$ cat config.mk
export PLATFORM = sky130hd
export DESIGN_NAME = axi_lite_reg_slave
export DESIGN_NICKNAME = d
export VERILOG_FILES = /design/src/rtl/axi_lite_reg_slave_pkg.sv /design/src/rtl/axi_lite_reg_slave.sv
export SDC_FILE = /design/constraint.sdc
export NUM_CORES = 1
export LEC_CHECK = 0
export CORE_UTILIZATION = 35
export CTS_CLUSTER_DIAMETER = 40
export DETAILED_ROUTE_END_ITERATION = 12
export PLACE_DENSITY = 0.63
export SETUP_SLACK_MARGIN = 0.02
export SLEW_MARGIN = 25
export SYNTH_ARGS = -nofsm -noshare
export SYNTH_HDL_FRONTEND = slang
export SYNTH_SLANG_ARGS = --single-unit
$ cat constraint.sdc
create_clock -name ACLK -period 2 [get_ports ACLK]
set_input_delay 0.2 -clock ACLK [delete_from_list [all_inputs] [get_ports ACLK]]
set_output_delay 0.2 -clock ACLK [all_outputs]
set_load 0.01 [all_outputs]
$ cat src/rtl/axi_lite_reg_slave_pkg.sv
// Shared constants and state encodings for the AXI-Lite register responder.
package axi_lite_pkg;

    localparam logic [1:0] RESP_OKAY   = 2'b00;
    localparam logic [1:0] RESP_SLVERR = 2'b10;
    localparam int         ADDR_LSB    = 2;

    typedef enum logic [1:0] {
        W_IDLE,
        W_HAVE_ADDR,
        W_HAVE_DATA,
        W_RESP
    } wr_state_t;

    typedef enum logic {
        R_IDLE,
        R_DATA
    } rd_state_t;

endpackage

$ cat src/rtl/axi_lite_reg_slave.sv
// AXI-Lite responder for N_REGS 32-bit control registers; write commits one edge after AW and W are both seen.
// Read data one edge after AR; B and R stall independently, with AW/W/AR ready low while a response waits.
module axi_lite_reg_slave
    import axi_lite_pkg::*;
#(
    parameter int DATA_WIDTH = 32,
    parameter int ADDR_WIDTH = 32,
    parameter int N_REGS     = 8
) (
    input  logic                           ACLK,
    input  logic                           ARESET,
    input  logic [ADDR_WIDTH-1:0]          AWADDR,
    input  logic                           AWVALID,
    input  logic [2:0]                     AWPROT,
    output logic                           AWREADY,
    input  logic [DATA_WIDTH-1:0]          WDATA,
    input  logic [$clog2(DATA_WIDTH)-1:0]  WSTRB,
    input  logic                           WVALID,
    output logic                           WREADY,
    output logic [1:0]                     BRESP,
    output logic                           BVALID,
    input  logic                           BREADY,
    input  logic [ADDR_WIDTH-1:0]          ARADDR,
    input  logic                           ARVALID,
    output logic                           ARREADY,
    output logic [DATA_WIDTH-1:0]          RDATA,
    output logic [1:0]                     RRESP,
    output logic                           RVALID,
    input  logic                           RREADY,
    output logic [N_REGS*DATA_WIDTH-1:0]   regs_o,
    output logic [N_REGS-1:0]              wr_pulse_o
);

    localparam int IDX_W  = $clog2(N_REGS);
    localparam int NBYTES = DATA_WIDTH / 8;
    localparam int WORD_W = ADDR_WIDTH - ADDR_LSB;

    wr_state_t                            wr_state_q, wr_state_d;
    logic [WORD_W-1:0]                    awaddr_q, awaddr_d;
    logic [DATA_WIDTH-1:0]                wdata_q, wdata_d;
    logic [NBYTES-1:0]                    wstrb_q, wstrb_d;
    logic [1:0]                           bresp_q, bresp_d;
    logic [N_REGS-1:0][DATA_WIDTH-1:0]    regs_q, regs_d;
    logic [N_REGS-1:0]                    wr_pulse_q, wr_pulse_d;
    rd_state_t                            rd_state_q, rd_state_d;
    logic [DATA_WIDTH-1:0]                rdata_q, rdata_d;
    logic [1:0]                           rresp_q, rresp_d;

    logic                    aw_held, w_held, aw_hs, w_hs, commit;
    logic [WORD_W-1:0]       wr_word, rd_word;
    logic [IDX_W-1:0]        wr_idx, rd_idx;
    logic                    wr_in_range, rd_in_range, ar_hs;
    logic [DATA_WIDTH-1:0]   wr_data;
    logic [NBYTES-1:0]       wr_strb;

    // Protection bits, sub-word address bits and spare strobe bits carry no meaning here.
    logic unused_bits;
    assign unused_bits = ^{AWPROT, AWADDR[ADDR_LSB-1:0], ARADDR[ADDR_LSB-1:0], WSTRB};

    assign aw_held = (wr_state_q == W_HAVE_ADDR);
    assign w_held  = (wr_state_q == W_HAVE_DATA);
    assign BVALID  = (wr_state_q == W_RESP);
    assign AWREADY = !aw_held && !BVALID;
    assign WREADY  = !w_held && !BVALID;
    assign aw_hs   = AWVALID && AWREADY;
    assign w_hs    = WVALID && WREADY;
    assign commit  = (aw_held || aw_hs) && (w_held || w_hs);

    // Commit operands come from the holding registers if held, otherwise straight off the bus.
    assign wr_word     = aw_held ? awaddr_q : AWADDR[ADDR_WIDTH-1:ADDR_LSB];
    assign wr_data     = w_held ? wdata_q : WDATA;
    assign wr_strb     = w_held ? wstrb_q : WSTRB[NBYTES-1:0];
    assign wr_idx      = wr_word[IDX_W-1:0];
    assign wr_in_range = (wr_word < WORD_W'(N_REGS));

    assign RVALID      = (rd_state_q == R_DATA);
    assign ARREADY     = !RVALID;
    assign ar_hs       = ARVALID && ARREADY;
    assign rd_word     = ARADDR[ADDR_WIDTH-1:ADDR_LSB];
    assign rd_idx      = rd_word[IDX_W-1:0];
    assign rd_in_range = (rd_word < WORD_W'(N_REGS));

    assign BRESP      = bresp_q;
    assign RDATA      = rdata_q;
    assign RRESP      = rresp_q;
    assign regs_o     = regs_q;
    assign wr_pulse_o = wr_pulse_q;

    always_comb begin
        wr_state_d = wr_state_q;
        awaddr_d   = awaddr_q;
        wdata_d    = wdata_q;
        wstrb_d    = wstrb_q;
        bresp_d    = bresp_q;
        regs_d     = regs_q;
        wr_pulse_d = '0;

        if (aw_hs) begin
            awaddr_d = AWADDR[ADDR_WIDTH-1:ADDR_LSB];
        end
        if (w_hs) begin
            wdata_d = WDATA;
            wstrb_d = WSTRB[NBYTES-1:0];
        end

        unique case (wr_state_q)
            W_IDLE: begin
                if (commit)     wr_state_d = W_RESP;
                else if (aw_hs) wr_state_d = W_HAVE_ADDR;
                else if (w_hs)  wr_state_d = W_HAVE_DATA;
            end
            W_HAVE_ADDR: if (commit) wr_state_d = W_RESP;
            W_HAVE_DATA: if (commit) wr_state_d = W_RESP;
            W_RESP:      if (BREADY) wr_state_d = W_IDLE;
            default:     wr_state_d = W_IDLE;
        endcase

        if (commit) begin
            bresp_d = wr_in_range ? RESP_OKAY : RESP_SLVERR;
            if (wr_in_range) begin
                wr_pulse_d[wr_idx] = 1'b1;
                for (int b = 0; b < NBYTES; b++) begin
                    if (wr_strb[b]) regs_d[wr_idx][8*b +: 8] = wr_data[8*b +: 8];
                end
            end
        end
    end

    // Reads sample regs_q, so a same-edge write is not yet visible.
    always_comb begin
        rd_state_d = rd_state_q;
        rdata_d    = rdata_q;
        rresp_d    = rresp_q;
        unique case (rd_state_q)
            R_IDLE: begin
                if (ar_hs) begin
                    rd_state_d = R_DATA;
                    rdata_d    = rd_in_range ? regs_q[rd_idx] : '0;
                    rresp_d    = rd_in_range ? RESP_OKAY : RESP_SLVERR;
                end
            end
            R_DATA:  if (RREADY) rd_state_d = R_IDLE;
            default: rd_state_d = R_IDLE;
        endcase
    end

    always_ff @(posedge ACLK) begin
        if (ARESET) begin
            wr_state_q <= W_IDLE;
            awaddr_q   <= '0;
            wdata_q    <= '0;
            wstrb_q    <= '0;
            bresp_q    <= RESP_OKAY;
            regs_q     <= '0;
            wr_pulse_q <= '0;
            rd_state_q <= R_IDLE;
            rdata_q    <= '0;
            rresp_q    <= RESP_OKAY;
        end else begin
            wr_state_q <= wr_state_d;
            awaddr_q   <= awaddr_d;
            wdata_q    <= wdata_d;
            wstrb_q    <= wstrb_d;
            bresp_q    <= bresp_d;
            regs_q     <= regs_d;
            wr_pulse_q <= wr_pulse_d;
            rd_state_q <= rd_state_d;
            rdata_q    <= rdata_d;
            rresp_q    <= rresp_d;
        end
    end

endmodule

==> results of run 1 <==
[power breakdown]
| part | internal (mW) | total (mW) | switching, mW |
|---|---|---|---|
| registers | 7.54 | 7.66 | 0.123 |
| logic | 1.66 | 3.61 | 1.95 |
| clock network | 7.38 | 11.5 | 4.13 |
| total | 16.6 | 22.8 | 6.20 |
[cell families (layout without fill, tap and decap cells)]
kind of cell | count (synthesis) | count (layout) | share of synthesized area
mux | 392 | 392 | 0.2781
simple gates | 562 | 562 | 0.2060
buf+inv | 135 | 652 | 0.03659
compound gates | 115 | 115 | 0.04394
other cells | 1 | 2 | 0.0002202
fa+ha+maj | 5 | 5 | 0.003674
flops | 367 | 367 | 0.4315
[synth_stat cells (6+ instances only)]
cell | count | area share
nand3_4 | 24 | 0.025
buf_2 | 15 | 0.0044
dfxtp_1 | 367 | 0.43
clkbuf_1 | 59 | 0.013
or2_2 | 32 | 0.012
nand2b_1 | 256 | 0.094
buf_6 | 11 | 0.0073
nor2_4 | 7 | 0.0046
mux4_2 | 64 | 0.085
nor3_1 | 12 | 0.0035
inv_1 | 6 | 0.0013
mux2i_1 | 324 | 0.19
a2bb2oi_1 | 32 | 0.016
nor2_1 | 44 | 0.0097
nor4_1 | 11 | 0.0040
buf_1 | 40 | 0.0088
a21oi_1 | 68 | 0.020
nand2_1 | 141 | 0.031
[cell type report]
cell class | instances | area, um^2 | area share
multi-input combinational | 1076 | 9200 | 0.3657
tap | 615 | 769.5 | 0.03059
inverter | 6 | 22.52 | 0.0008953
sequential | 367 | 7350 | 0.2922
timing repair buffer | 525 | 5534 | 0.2200
clock inverter | 44 | 545.5 | 0.02169
clock buffer | 77 | 1734 | 0.06894
[state kept, by name, indices dropped and copies added (netlist names)]
name / cells
regs_o: 256
RDATA: 32
wdata_q: 32
awaddr_q: 30
wr_pulse_o: 8
wstrb_q: 4
wr_state_q: 2
BRESP: 1
RRESP: 1
RVALID: 1
[critical path, cell delays in order (launching register included)]
cell and delay [ns]:
dfxtp_2 0.32, inv_2 0.07, ha_4 0.20, nor4b_4 0.24, nand4_2 0.18, a22oi_4 0.25, buf_12 0.17, buf_12 0.14
nand3_4 0.23, mux2i_1 0.19
[per-stage QoR]
stage	TNS [ns]	util	setup WS, ns	power, mW	hold slack (ns)
global route	-43.20	0.5258	-0.2393	23.62	0.04986
floorplan	-0.2923	-	-0.009137	9.801	0.3001
global placement	-68.45	0.4733	-0.3312	11.18	0.4407
CTS	-17.49	0.5230	-0.1554	22.93	0.01979
detailed placement	-82.43	0.4733	-0.3650	11.25	0.4461
finish	-16.79	0.5258	-0.1425	22.79	0.04380
[repair_timing]
item                                    4_1_cts  5_1_grt
cloned                                        0        1
setup buffers                                 7        6
pin swaps                                    16        5
gates resized for setup                      16       13
endpoints found under the setup margin      304      264
[metal layers]
layer | vias to the layer above | part of all wire
met4 | 0 | 0.028
met5 | - | 0
met2 | 422 | 0.46
met3 | 80 | 0.060
li1 | 6438 | -
met1 | 6733 | 0.46
[path summary, 6_finish.rpt]
path	start	end	slack, ns	cells after the start
setup / recovery	wr_state_q[1]	regs_o[74]	-0.14	9
hold / removal	ARESET	wdata_q[21]	0.04	2
setup reg to reg	wr_state_q[1]	regs_o[74]	-0.14	9
hold reg to reg	wdata_q[6]	wdata_q[6]	0.45	2
==> impl_results.md, run 1 <==
* I/O pin count at 416
* Met2 Use GR at 0.3621
* CORE AREA at 47850 um^2
* Detail Route Antenna Nets at 0
* Reg clk slew, reported paths at 0.05 ns
* CP Class: reg2reg
* Clock buffer depth at 3
* Syn Inst Count at 1577
* Worst EP required at 2.44 ns
* Final WS setup at -0.1425 ns
* Global route overflow at 0
* Site Rows at 80
* CP max FO at 8
* CTS tree: yes
* Post-synth EDFFs at 0
* H-tree level count at 3
* Placed cells at 2575
* First-pass iteration count of the detailed router at 5
* Post-route DRC at 0
* CTS sink cnt at 367
* Most frequent cells in the layout: clkdlybuf4s50_1, dfxtp_1, mux2i_1, nand2b_1, nand2_1
* Arrival @ worst endpoint at 2.58 ns
* Hold/Removal Path Class: in2reg
* Status: finished with violations
* Port bufs at 405
* CTS Root Cell: clkbuf_16
* Max Transition Viols Final at 0
* Die area at 49540 um^2
* Ys async rst share at 0
* Final Instance Area at 25160 um^2
* Drt wl/cell at 21.34 um
* Post-Layout Cell Count at 2710
* Gr usage total at 0.2289
* Share of post-route cells with drive strength above 1 at 0.1962
* Pin count of the biggest net entering global routing at 71
* Final period utilization at 1.071
* # hold bufs at CTS at 0
* Final Hold Vio Count at 0
* WL final at 57820 um
* Post-synthesis register bit count at 367
* Met1 Usage GRT at 0.3050
* Main synth FF type: dfxtp_1
* Yosys cell types at 49
* Minimum clock period at 2.142 ns
* Vias/cell at 5.045
* Die Y at 222.6 um
* Worst-Margin Slew at 0.5484 ns
* Nets@finish at 2158
* Clock latency at the later pin of the worst-skew pair at 0.59 ns
* RSZ-0062 raised after global routing: true
* Syn_area_per_cell at 10.80 um^2
* Most Crowded Layer GR: met2
* Synth Warn # at 0
* Area after DPL at 22650 um^2
* Pwr Density at 905.8 nW/um^2
* Worst setup SP type: flip-flop
* Clock skew at 0.02491 ns
* First-pass GRT wire length at 86280 um
* Chip Width at 222.6 um
* DR iter-0 viols at 662
* CP endpoint kind: flip-flop
* GR Layer Usage met3 at 0.04972
* Worst vdd ir at 0.0004936 V
* Most common cell after layout, fill and taps aside: clkdlybuf4s50_1
* RD Place Congestion at 0.8239
* Post-synthesis sequential area ratio at 0.4315
* Num CTS Buffers at 66
* Post-synthesis instance area at 17030 um^2
* DR vias at 13670
* Failing checks: setup timing
* Diodes inserted at 0
* Final setup violation count at 245
* Pleak at 10.62 nW
* Slew margin rel. at 0.6344
* Vias in the first global route at 13960
* Hpwl dp at 42340 um
* Fill cell count at 4195
* Layout area overhead at 47.73%
* FMAX at 466.8 MHz
* Initial Util at 0.3559
* Initial antenna violation count at 3
* Max-cap violations at 0
No activity file was read; power rests on OpenSTA's default activity.
==> inputs of run 2 (changes only) <==
- CTS_BUF_LIST: default -> sky130_fd_sc_hd__clkbuf_8
==> impl_results.md, run 2 (same netlist as run 1, synthesis figures left out) <==
* Arrival @ worst endpoint at 2.65 ns
* Clock latency at the later pin of the worst-skew pair at 0.63 ns
* Critical Path Most Common Cell: buf_12
* Vias in the first global route at 13940
* CP endpoint kind: flip-flop
* Final period utilization at 1.079
* FMAX at 463.3 MHz
* Final Power at 20.12 mW
* Drt wl/cell at 21.13 um
* Hold path endpoint: RVALID
* Max FFs per register at 256
* First-pass iteration count of the detailed router at 5
* Global route overflow at 0
* First-pass GRT wire length at 86400 um
* Initial antenna violation count at 4
* CTS Root Cell: clkbuf_8
* Minimum clock period at 2.159 ns
* Pleak at 10.47 nW
* Worst-Margin Slew at 0.5646 ns
* Pwr Density at 815.0 nW/um^2
* CTS tree: yes
* Reg clk slew, reported paths at 0.06 ns
* Final WS setup at -0.1586 ns
* CP Cell Sequence: inv_2, ha_4, nor4b_4, nand4_2, a22oi_4, buf_12, buf_12, nand3_4, mux2i_1
* Die Y at 222.6 um
* Slew margin rel. at 0.6236
* I/O pin count at 416
* Site Rows at 80
* Failing checks: setup timing
* Final Hold Vio Count at 0
* Gr usage total at 0.2291
* Num CTS Buffers at 77
* Util after Layout at 0.5161
* Port bufs at 405
* Status: finished with violations
* H-tree level count at 3
* Detail Route Antenna Nets at 0
* Die area at 49540 um^2
* Max-cap violations at 0
* Final Instance Area at 24690 um^2
* Layout area overhead at 45.02%
* CP max stage cell: dfxtp_2
* Most frequent cells in the layout: clkdlybuf4s50_1, dfxtp_1, mux2i_1, nand2b_1, nand2_1
* Area after DPL at 22650 um^2
* Fill cell count at 4237
* Worst vdd ir at 0.0004706 V
* Most common cell after layout, fill and taps aside: clkdlybuf4s50_1
* Post-Layout Cell Count at 2733
* Worst setup SP type: flip-flop
* WL final at 57760 um
* Max Transition Viols Final at 0
* Worst EP required at 2.49 ns
* Vias/cell at 5.040
* DR vias at 13780
* Reg2Reg Depth at 9
* Hpwl dp at 42340 um
* R2r setup slk at -0.16 ns
* RSZ-0062 raised after global routing: true
* Worst hold path cell count at 2
* Final setup violation count at 236
* Share of post-route cells with drive strength above 1 at 0.2046
* Pin count of the biggest net entering global routing at 71
* TNS Setup at -19.15 ns
* Reg2reg end: regs_o[76]
* Post-route DRC at 0
* CP Class: reg2reg
* Hold/Removal Path Class: in2reg
* CORE AREA at 47850 um^2
* DR iter-0 viols at 737
* Hold Startpoint: RREADY
* Worst r2r src: wr_state_q[1]
* Chip Width at 222.6 um
* Clock buffer depth at 3
* CP max FO at 8
* RD Place Congestion at 0.8239
* Placed cells at 2575
* Clock skew at 0.02748 ns
* Nets@finish at 2173
* Initial Util at 0.3559
* CP max stage delay at 0.32 ns
* CTS sink cnt at 367
==> run 2: cell count changes in the layout (fill, tap and decap cells not counted), sizes merged <==
cell / before / now
bufinv: 8 / 6
clkbuf: 78 / 99
buf: 124 / 128
diode: 0 / 2
dlygate4sd3: 0 / 1
clkinvlp: 9 / 8
inv: 21 / 19
==> run 2: critical path, delay by kind of cell (launching register included) <==
kind	cells	cell delay, ns
AOI/OAI and AO/OA	1	0.25
adders and majority gates	1	0.21
buffers and inverters	3	0.38
DFF	1	0.32
muxes	1	0.19
and+or+nand+nor	3	0.65
==> run 2: report_power, final <==
group / internal, mW / total [mW] / switching [mW]
Combinational: 1.70 / 3.69 / 1.98
Sequential: 7.54 / 7.66 / 0.126
Clock: 5.25 / 8.78 / 3.52
==> run 2: timing repair <==
action	in CTS	in global routing
pin swaps	19	2
hold endpoints to repair	24	0
setup buffers	11	5
hold buffers	1	0
setup endpoints to repair	304	266
gates resized for setup	32	7
gates cloned	1	0
==> run 2: final cells by class <==
cell class | instances | area [um^2] | area share
Timing Repair Buffer | 529 | 5577 | 0.2258
Clock inverter | 39 | 362.8 | 0.01469
Multi-Input combinational cell | 1076 | 9245 | 0.3744
Clock buffer | 99 | 1363 | 0.05518
Tap cell | 615 | 769.5 | 0.03116
Sequential cell | 367 | 7350 | 0.2976
Antenna cell | 2 | 5.005 | 0.0002027
Inverter | 6 | 22.52 | 0.0009120
==> run 2: worst max path at each step <==
stage	to	from	slack [ns]
2_1_floorplan	regs_o[57]	wr_state_q[1]	-0.009
3_3_place_gp	RDATA[12]	ARADDR[16]	-0.33
3_5_place_dp	RDATA[10]	ARADDR[16]	-0.37
4_1_cts	regs_o[74]	wr_state_q[1]	-0.16
5_1_grt	regs_o[106]	wr_state_q[1]	-0.24
6_report	regs_o[76]	wr_state_q[1]	-0.16
==> run 2: layer usage <==
metal | part of all wire | GRT usage
met1 | 0.45 | 0.3040
met4 | 0.028 | 0.08899
met3 | 0.065 | 0.05118
met2 | 0.46 | 0.3613
met5 | 0 | 0
==> run 2: through the flow <==
stage          worst slack, ns  hold slack (ns)
3_5_place_dp           -0.3650           0.4461
5_1_grt                -0.2380           0.1231
6_report               -0.1586           0.1509
2_1_floorplan        -0.009137           0.3001
3_3_place_gp           -0.3312           0.4407
4_1_cts                -0.1562          0.08991
